===== src/rtl/cu_data_write_engine_arbiter_pkg.sv =====
// Shared types and constants for the CU write-path arbiter and its requesters.
package cu_data_write_engine_arbiter_pkg;

    localparam int CU_ID_BITS = 8;
    typedef logic [CU_ID_BITS-1:0] cu_id_t;

    localparam cu_id_t DATA_WRITE_CONTROL_ID = 8'h20;

    localparam int WRITE_ARB_NUM_REQ         = 4;
    localparam int WRITE_ARB_MAX_OUTSTANDING = 16;

    localparam cu_id_t WRITE_ENGINE_0_ID = DATA_WRITE_CONTROL_ID + 8'd0;
    localparam cu_id_t WRITE_ENGINE_1_ID = DATA_WRITE_CONTROL_ID + 8'd1;
    localparam cu_id_t WRITE_ENGINE_2_ID = DATA_WRITE_CONTROL_ID + 8'd2;
    localparam cu_id_t WRITE_ENGINE_3_ID = DATA_WRITE_CONTROL_ID + 8'd3;

    typedef enum logic [1:0] {
        IDLE   = 2'd0,
        ACTIVE = 2'd1,
        DRAIN  = 2'd2
    } arbiter_state_t;

    typedef struct packed {
        cu_id_t      cu_id;
        logic [3:0]  cmd_type;
        logic [7:0]  tag;
    } cmd_meta_t;

    typedef struct packed {
        logic        valid;
        cmd_meta_t   cmd;
        logic [31:0] address;
        logic [7:0]  size;
    } command_buffer_line_t;

    typedef struct packed {
        logic        valid;
        cmd_meta_t   cmd;
        logic [63:0] data;
    } read_write_data_line_t;

    typedef struct packed {
        logic        valid;
        cmd_meta_t   cmd;
    } response_buffer_line_t;

    typedef struct packed {
        logic alfull;
        logic full;
        logic empty;
    } buffer_status_t;

endpackage


===== src/rtl/cu_data_write_engine_arbiter_rr.sv =====
// Round-robin priority pick: first set request at or after pointer, wrapping.
// Latency: purely combinational.
// Backpressure: enable low forces an all-zero grant.
module round_robin_priority_arbiter #(
    parameter int NUM_REQ  = 4,
    parameter int IDX_BITS = $clog2(NUM_REQ)
) (
    input  logic [NUM_REQ-1:0]  req,
    input  logic [IDX_BITS-1:0] pointer,
    input  logic                enable,
    output logic [NUM_REQ-1:0]  grant,
    output logic [IDX_BITS-1:0] index
);

    logic                found;
    logic [IDX_BITS:0]   sum;
    logic [IDX_BITS-1:0] cand;

    always_comb begin
        grant = '0;
        index = '0;
        found = 1'b0;
        sum   = '0;
        cand  = '0;
        for (int k = 0; k < NUM_REQ; k++) begin
            // extra bit keeps pointer+k from wrapping before the modulo step
            sum = {1'b0, pointer} + (IDX_BITS+1)'(k);
            if (sum >= (IDX_BITS+1)'(NUM_REQ)) begin
                sum = sum - (IDX_BITS+1)'(NUM_REQ);
            end
            cand = sum[IDX_BITS-1:0];
            if (enable && !found && req[cand]) begin
                found       = 1'b1;
                grant[cand] = 1'b1;
                index       = cand;
            end
        end
    end

endmodule


===== src/rtl/cu_data_write_engine_arbiter.sv =====
// Shares the CU write command/data path between NUM_REQ engines; routes responses back by cu_id.
// Latency: grant is combinational, winning line registered one cycle later; responses routed one cycle later.
// Backpressure: no grant while alfull, outstanding at limit, or not ACTIVE.
module cu_data_write_engine_arbiter
    import cu_data_write_engine_arbiter_pkg::*;
#(
    parameter int     NUM_REQ         = WRITE_ARB_NUM_REQ,
    parameter int     REQ_ID_BITS     = $clog2(NUM_REQ),
    parameter cu_id_t CU_ID_BASE      = DATA_WRITE_CONTROL_ID,
    parameter int     MAX_OUTSTANDING = WRITE_ARB_MAX_OUTSTANDING,
    parameter int     CNT_BITS        = $clog2(MAX_OUTSTANDING + 1)
) (
    input  logic                                clock,
    input  logic                                rstn,
    input  logic                                enabled_in,
    input  logic [NUM_REQ-1:0]                  req_valid_in,
    input  command_buffer_line_t  [NUM_REQ-1:0] req_command_in,
    input  read_write_data_line_t [NUM_REQ-1:0] req_data_0_in,
    input  read_write_data_line_t [NUM_REQ-1:0] req_data_1_in,
    output logic [NUM_REQ-1:0]                  req_grant_out,
    input  buffer_status_t                      write_command_buffer_status,
    input  response_buffer_line_t               write_response_in,
    output command_buffer_line_t                write_command_out,
    output read_write_data_line_t               write_data_0_out,
    output read_write_data_line_t               write_data_1_out,
    output response_buffer_line_t [NUM_REQ-1:0] req_response_out,
    output logic [CNT_BITS-1:0]                 outstanding_out,
    output logic                                idle_out,
    output logic                                error_out
);

    arbiter_state_t         state;
    arbiter_state_t         state_next;
    logic                   enabled;
    logic [REQ_ID_BITS-1:0] rr_ptr;
    logic [REQ_ID_BITS-1:0] arb_idx;
    logic [NUM_REQ-1:0]     arb_grant;
    logic                   arb_enable;
    logic                   grant_vld;
    logic [CNT_BITS-1:0]    outstanding;
    cu_id_t                 winner_id;
    cu_id_t                 resp_off;
    logic                   resp_routable;
    logic                   resp_bad;
    logic                   underflow;
    logic                   unused_inputs;

    always_ff @(posedge clock or negedge rstn) begin
        if (!rstn) begin
            enabled <= 1'b0;
            state   <= IDLE;
        end else begin
            enabled <= enabled_in;
            state   <= state_next;
        end
    end

    always_comb begin
        state_next = state;
        case (state)
            IDLE: begin
                if (enabled) state_next = ACTIVE;
            end
            ACTIVE: begin
                if (!enabled) state_next = DRAIN;
            end
            DRAIN: begin
                if (enabled)                  state_next = ACTIVE;
                else if (outstanding == '0)   state_next = IDLE;
            end
            default: state_next = IDLE;
        endcase
    end

    assign arb_enable = (state == ACTIVE)
                     && !write_command_buffer_status.alfull
                     && (outstanding < CNT_BITS'(MAX_OUTSTANDING));

    round_robin_priority_arbiter #(
        .NUM_REQ  (NUM_REQ),
        .IDX_BITS (REQ_ID_BITS)
    ) u_rr_arb (
        .req     (req_valid_in),
        .pointer (rr_ptr),
        .enable  (arb_enable),
        .grant   (arb_grant),
        .index   (arb_idx)
    );

    assign grant_vld     = |arb_grant;
    assign req_grant_out = arb_grant;
    assign winner_id     = CU_ID_BASE + cu_id_t'(arb_idx);

    always_ff @(posedge clock or negedge rstn) begin
        if (!rstn) begin
            rr_ptr <= '0;
        end else if (grant_vld) begin
            rr_ptr <= (arb_idx == REQ_ID_BITS'(NUM_REQ - 1)) ? '0 : arb_idx + 1'b1;
        end
    end

    // Lines are zeroed on idle cycles so downstream can trust every field, not just valid.
    always_ff @(posedge clock or negedge rstn) begin
        if (!rstn) begin
            write_command_out <= '0;
            write_data_0_out  <= '0;
            write_data_1_out  <= '0;
        end else begin
            write_command_out <= '0;
            write_data_0_out  <= '0;
            write_data_1_out  <= '0;
            if (grant_vld) begin
                write_command_out           <= req_command_in[arb_idx];
                write_command_out.valid     <= 1'b1;
                write_command_out.cmd.cu_id <= winner_id;
                write_data_0_out            <= req_data_0_in[arb_idx];
                write_data_0_out.valid      <= 1'b1;
                write_data_0_out.cmd.cu_id  <= winner_id;
                write_data_1_out            <= req_data_1_in[arb_idx];
                write_data_1_out.valid      <= 1'b1;
                write_data_1_out.cmd.cu_id  <= winner_id;
            end
        end
    end

    // Full-width difference: ids below the base wrap high, so one compare rejects both sides.
    assign resp_off      = write_response_in.cmd.cu_id - CU_ID_BASE;
    assign resp_routable = write_response_in.valid && (resp_off < cu_id_t'(NUM_REQ));
    assign resp_bad      = write_response_in.valid && !(resp_off < cu_id_t'(NUM_REQ));
    assign underflow     = resp_routable && !grant_vld && (outstanding == '0);

    always_ff @(posedge clock or negedge rstn) begin
        if (!rstn) begin
            req_response_out <= '0;
        end else begin
            req_response_out <= '0;
            if (resp_routable) begin
                req_response_out[resp_off[REQ_ID_BITS-1:0]] <= write_response_in;
            end
        end
    end

    always_ff @(posedge clock or negedge rstn) begin
        if (!rstn) begin
            outstanding <= '0;
            error_out   <= 1'b0;
        end else begin
            case ({grant_vld, resp_routable})
                2'b10: outstanding <= outstanding + 1'b1;
                2'b01: begin
                    if (outstanding != '0) outstanding <= outstanding - 1'b1;
                end
                default: outstanding <= outstanding;
            endcase
            if (resp_bad || underflow) error_out <= 1'b1;
        end
    end

    assign outstanding_out = outstanding;
    assign idle_out        = (state == IDLE) && (outstanding == '0);

    // Valid bits and cu_ids of requester lines are replaced, buffer full/empty are informational.
    assign unused_inputs = ^{write_command_buffer_status, req_command_in, req_data_0_in, req_data_1_in};

endmodule


===== config.mk =====
export PLATFORM = sky130hd
export DESIGN_NAME = cu_data_write_engine_arbiter
export DESIGN_NICKNAME = d
export VERILOG_FILES = /design/src/rtl/cu_data_write_engine_arbiter_pkg.sv /design/src/rtl/cu_data_write_engine_arbiter_rr.sv /design/src/rtl/cu_data_write_engine_arbiter.sv
export SDC_FILE = /design/constraint.sdc
export NUM_CORES = 1
export LEC_CHECK = 0
export BUFFER_PORTS_ARGS = -buffer_cell sky130_fd_sc_hd__buf_2
export CORE_AREA = 2 2 496 498
export CTS_CLUSTER_DIAMETER = 60
export CTS_CLUSTER_SIZE = 24
export DETAILED_ROUTE_END_ITERATION = 16
export DIE_AREA = 0 0 498 500
export GPL_TIMING_DRIVEN = 0
export MAX_ROUTING_LAYER = met4
export SETUP_SLACK_MARGIN = 0.2
export SKIP_CTS_REPAIR_TIMING = 1
export SYNTH_ARGS = -nofsm -noshare
export SYNTH_HDL_FRONTEND = slang
export SYNTH_SLANG_ARGS = --single-unit

===== constraint.sdc =====
create_clock -name clock -period 3.4 [get_ports clock]
set_input_delay 0.68 -clock clock [delete_from_list [all_inputs] [get_ports clock]]
set_output_delay 0.68 -clock clock [all_outputs]
set_load 0.005 [all_outputs]

==> metrics.md <==
| Metric | Value |
|---|---|
| Status | `finished, violations left` |
| Failing checks | `setup timing` |
| Post-DRT Antenna Nets | `0` |
| Overall Global Routing Usage | `13.6%` |
| Synth warn | `0` |
| CTS H-tree lvls | `2` |
| Initial Util | `6.25%` |
| Die ar. | `249,000 um2` |
| Placeable core area | `244,000 um2` |
| Largest net degree at the start of global routing | `98` |
| Post-synthesis compound-gate area fraction | `11.1%` |
| Worst skew pair latency | `670 ps` |
| Max-cap viol count | `0` |
| Synthesized instance count | `1,228` |
| Layout cells sized above 1 | `59.8%` |
| Final net count | `3,462` |
| I/O Buffers | `1,154` |
| Worst-margin pin slew | `1310 ps` |
| Finished Core Util | `11.8%` |
| Total Power | `19.1 mW` |
| CTS Buf Count | `47` |
| Clock skew | `23.1 ps` |
| Final wirelength | `172,000 um` |
| Placed insts | `5,635` |
| Worst R2R Setup Slack | `-310 ps` |
| Clock slew at reported path FFs | `70 ps` |
| Logic pwr share | `46.4%` |
| Slew Viols, Final | `0` |
| Root Driver | `clkbuf_16` |
| Leak | `13.1 nW` |
| Slew HR | `12.6%` |
| Crit-path max FO | `5` |
| Req. time, crit path | `3980 ps` |
| CTS tree | `built` |
| Peak supply drop | `0.410 mV` |
| Crit share post-route | `109%` |
| Top_reg_cell synth | `dfrtp_1` |
| Max Fclk | `0.270 GHz` |
| Max clock buf depth | `3` |
| Die Width | `498 um` |
| Vias per std cell | `2.93` |
| First drt pass iteration count | `5` |
| Vias in the first global route | `17,300` |
| Mapped cell area | `15,300 um2` |
| Area grow syn2layout | `89.1%` |
| Pwr/cell area | `662 nW/um2` |
| Multi-input gate area in the final layout | `7610 um2` |
| Setup TNS | `-3950 ps` |
| Kind of capture point of the worst setup path | `register` |
| Power Internal | `10.8 mW` |
| Fin cells | `5,845` |
| Sw Share | `43.3%` |
| Worst setup margin | `-309 ps` |
| Gp weighted congestion | `1.08` |
| First DRT Iteration DRCs | `1,249` |
| Min-Delay Path Class | `input port to register` |
| Xor/xnor cell area share of the yosys netlist | `0.344%` |
| Synth top area share | `49.4%` |
| Reg area | `7530 um2` |
| Syn Area/Cell | `12.4 um2` |
| Vias | `17,100` |
| Proportion of synthesized area in mux cells | `28.1%` |
| First-pass GRT wire length | `206,000 um` |
| Count of different cell masters after synthesis | `57` |
| DRC | `0` |
| Count of flip-flops with a built-in enable after synthesis | `0` |
| Register bit total from synthesis | `301` |
| Yosys top cell by area | `dfrtp_1` |
| RSZ-0062 raised after global routing | `yes` |
| Largest family of logic cells by synthesized area | `multiplexers` |
| Fin. Hold Viols | `0` |
| Die Ht | `500 um` |
| I/O pins | `1,281` |
| Largest cells by area after synthesis | `dfrtp_1 49%, mux2i_1 27%, o22ai_1 7.5%, buf_4 3.0%, and2_1 2.3%` |
| Adder-cell share of the synthesized area | `0.738%` |
| Flop pwr share | `24.3%` |
| Synth Area in Simple Gates | `4.13%` |
| Async SR Flop Fraction | `100%` |
| Initial antenna violation count | `139` |
| Post-DP HPWL | `152,000 um` |
| Sequential area share after synthesis | `49.4%` |
| Wire per inst | `29.5 um` |
| CP Class | `register to register` |
| Clock sinks | `301` |
| Row Count | `182` |
| Clock power frac | `29.3%` |
| Psw | `8.26 mW` |
| Fill count | `27,900` |
| Final min period | `3710 ps` |
| Critical path launch point type | `register` |
| Critical Path AT | `4290 ps` |
| Hold slack | `138 ps` |
| Grt ovf | `0` |
| # setup viols final | `56` |
[area by class of cell]
class,count,share of cell area [%]
clock inverters,34,1.83
well taps,3220,14.0
diodes,89,0.772
clock buffers,53,4.37
flip-flops and latches,301,26.1
multi-input cells,816,26.4
inverters,11,0.165
plain buffers,130,4.58
repair buffers,1191,21.8
[cell usage after synthesis, drive strengths merged (2+ instances only)]
cell and number:
a21oi 10, mux2 3, dfrtp 301, o21ai 3, clkbuf 12, nor4b 2, nand2 10, nor2 10
a31oi 2, nor3 8, nor3b 3, buf 118, and2 55, xnor2 3, nor2b 3, xor2 3
a211o 4, or3 3, nor4 2, nand4 3, and3 3, inv 11, mux2i 416, o221ai 2
o22ai 204, ha 9, a221oi 4, mux4 4
[power by group through the flow]
stage / sequential [mW] / combinational (mW) / clock [mW]
global route: 4.71 / 9.47 / 5.95
floorplan: 4.70 / 2.96 / 0
CTS: 4.65 / 7.99 / 5.84
detailed placement: 4.69 / 7.96 / 0
global placement: 4.69 / 7.88 / 0
finish: 4.63 / 8.86 / 5.60
[kinds of logic (layout without fill, tap and decap cells)]
| family | count (synthesis) | in the layout |
|---|---|---|
| simple gates | 105 | 105 |
| fa+ha+maj | 9 | 9 |
| mux | 423 | 423 |
| compound gates | 242 | 242 |
| buf+inv | 141 | 1419 |
| flops | 301 | 301 |
| xor+xnor | 6 | 6 |
| other cells | 1 | 120 |
[per-layer routing]
| layer | up-vias | share of wire (%) | GRT usage (%) |
|---|---|---|---|
| li1 | 7204 | - | - |
| met5 | - | 0 | - |
| met3 | 351 | 12 | 6.48 |
| met2 | 1308 | 44 | 20.5 |
| met4 | 0 | 5.1 | 5.78 |
| met1 | 8281 | 40 | 15.2 |
[critical path: stages, from the launching register on]
cell        delay (ps)
dfrtp_2            440
buf_12             130
clkinvlp_4         100
ha_4               300
mux4_2             390
nor3_4             340
o221ai_4           210
nand3_4            130
buf_8              110
nor2_4              30
xor2_1             150
ha_2               190
or4_4              470
or3_1              310
mux2i_1            160
xor2_1             160
[registers in the layout, summed over array words and instances, names as in the netlist, named ones only]
signal             count
error_out              1
write_data_0_out      76
outstanding_out        5
rr_ptr                 1
state                  2
write_command_out     54
req_response_out      83
enabled                1
write_data_1_out      77
[cell usage in the layout, fill, tap and decap left out, types with 5 or more instances in the layout]
cell       synthesis  final
mux2i_2            0     15
buf_2             41   1171
and2_1            55     55
nor3_1             7      7
buf_8              1      7
ha_1               9      7
clkbuf_1           7      6
diode_2            0     89
dfrtp_1          301    299
conb_1             1     31
buf_16             0      9
inv_1             11      9
a21oi_1            9      8
buf_6             14     26
bufinv_16          0      5
inv_8              0      6
mux2i_1          416    372
clkbuf_16          0     53
buf_4             61     67
buf_12             0     20
o22ai_2           20     44
o22ai_4            0      5
mux2i_4            0     29
nand2_1            9      9
nor2_1            10      9
inv_12             0      5
clkbuf_4           5      9
o22ai_1          184    155
[worst paths after layout]
path | cells past startpoint | from | to
max reg2reg | 15 | register | outstanding_out[4]
min reg2reg | 1 | enabled | state[1]
max in group asynchronous | 4 | rstn | write_command_out[1]
max | 15 | register | outstanding_out[4]
min in group asynchronous | 2 | rstn | write_data_0_out[3]
min | 1 | enabled_in | enabled
[stage by stage]
stage | cell area, um2 | setup WS, ps
4_1_cts | 27100 | -1390
5_1_grt | 28800 | -470
3_3_place_gp | 25200 | -5790
3_5_place_dp | 25300 | -1520
6_report | 28800 | -309
2_1_floorplan | 15400 | -173
No activity file was read; power rests on OpenSTA's default activity.
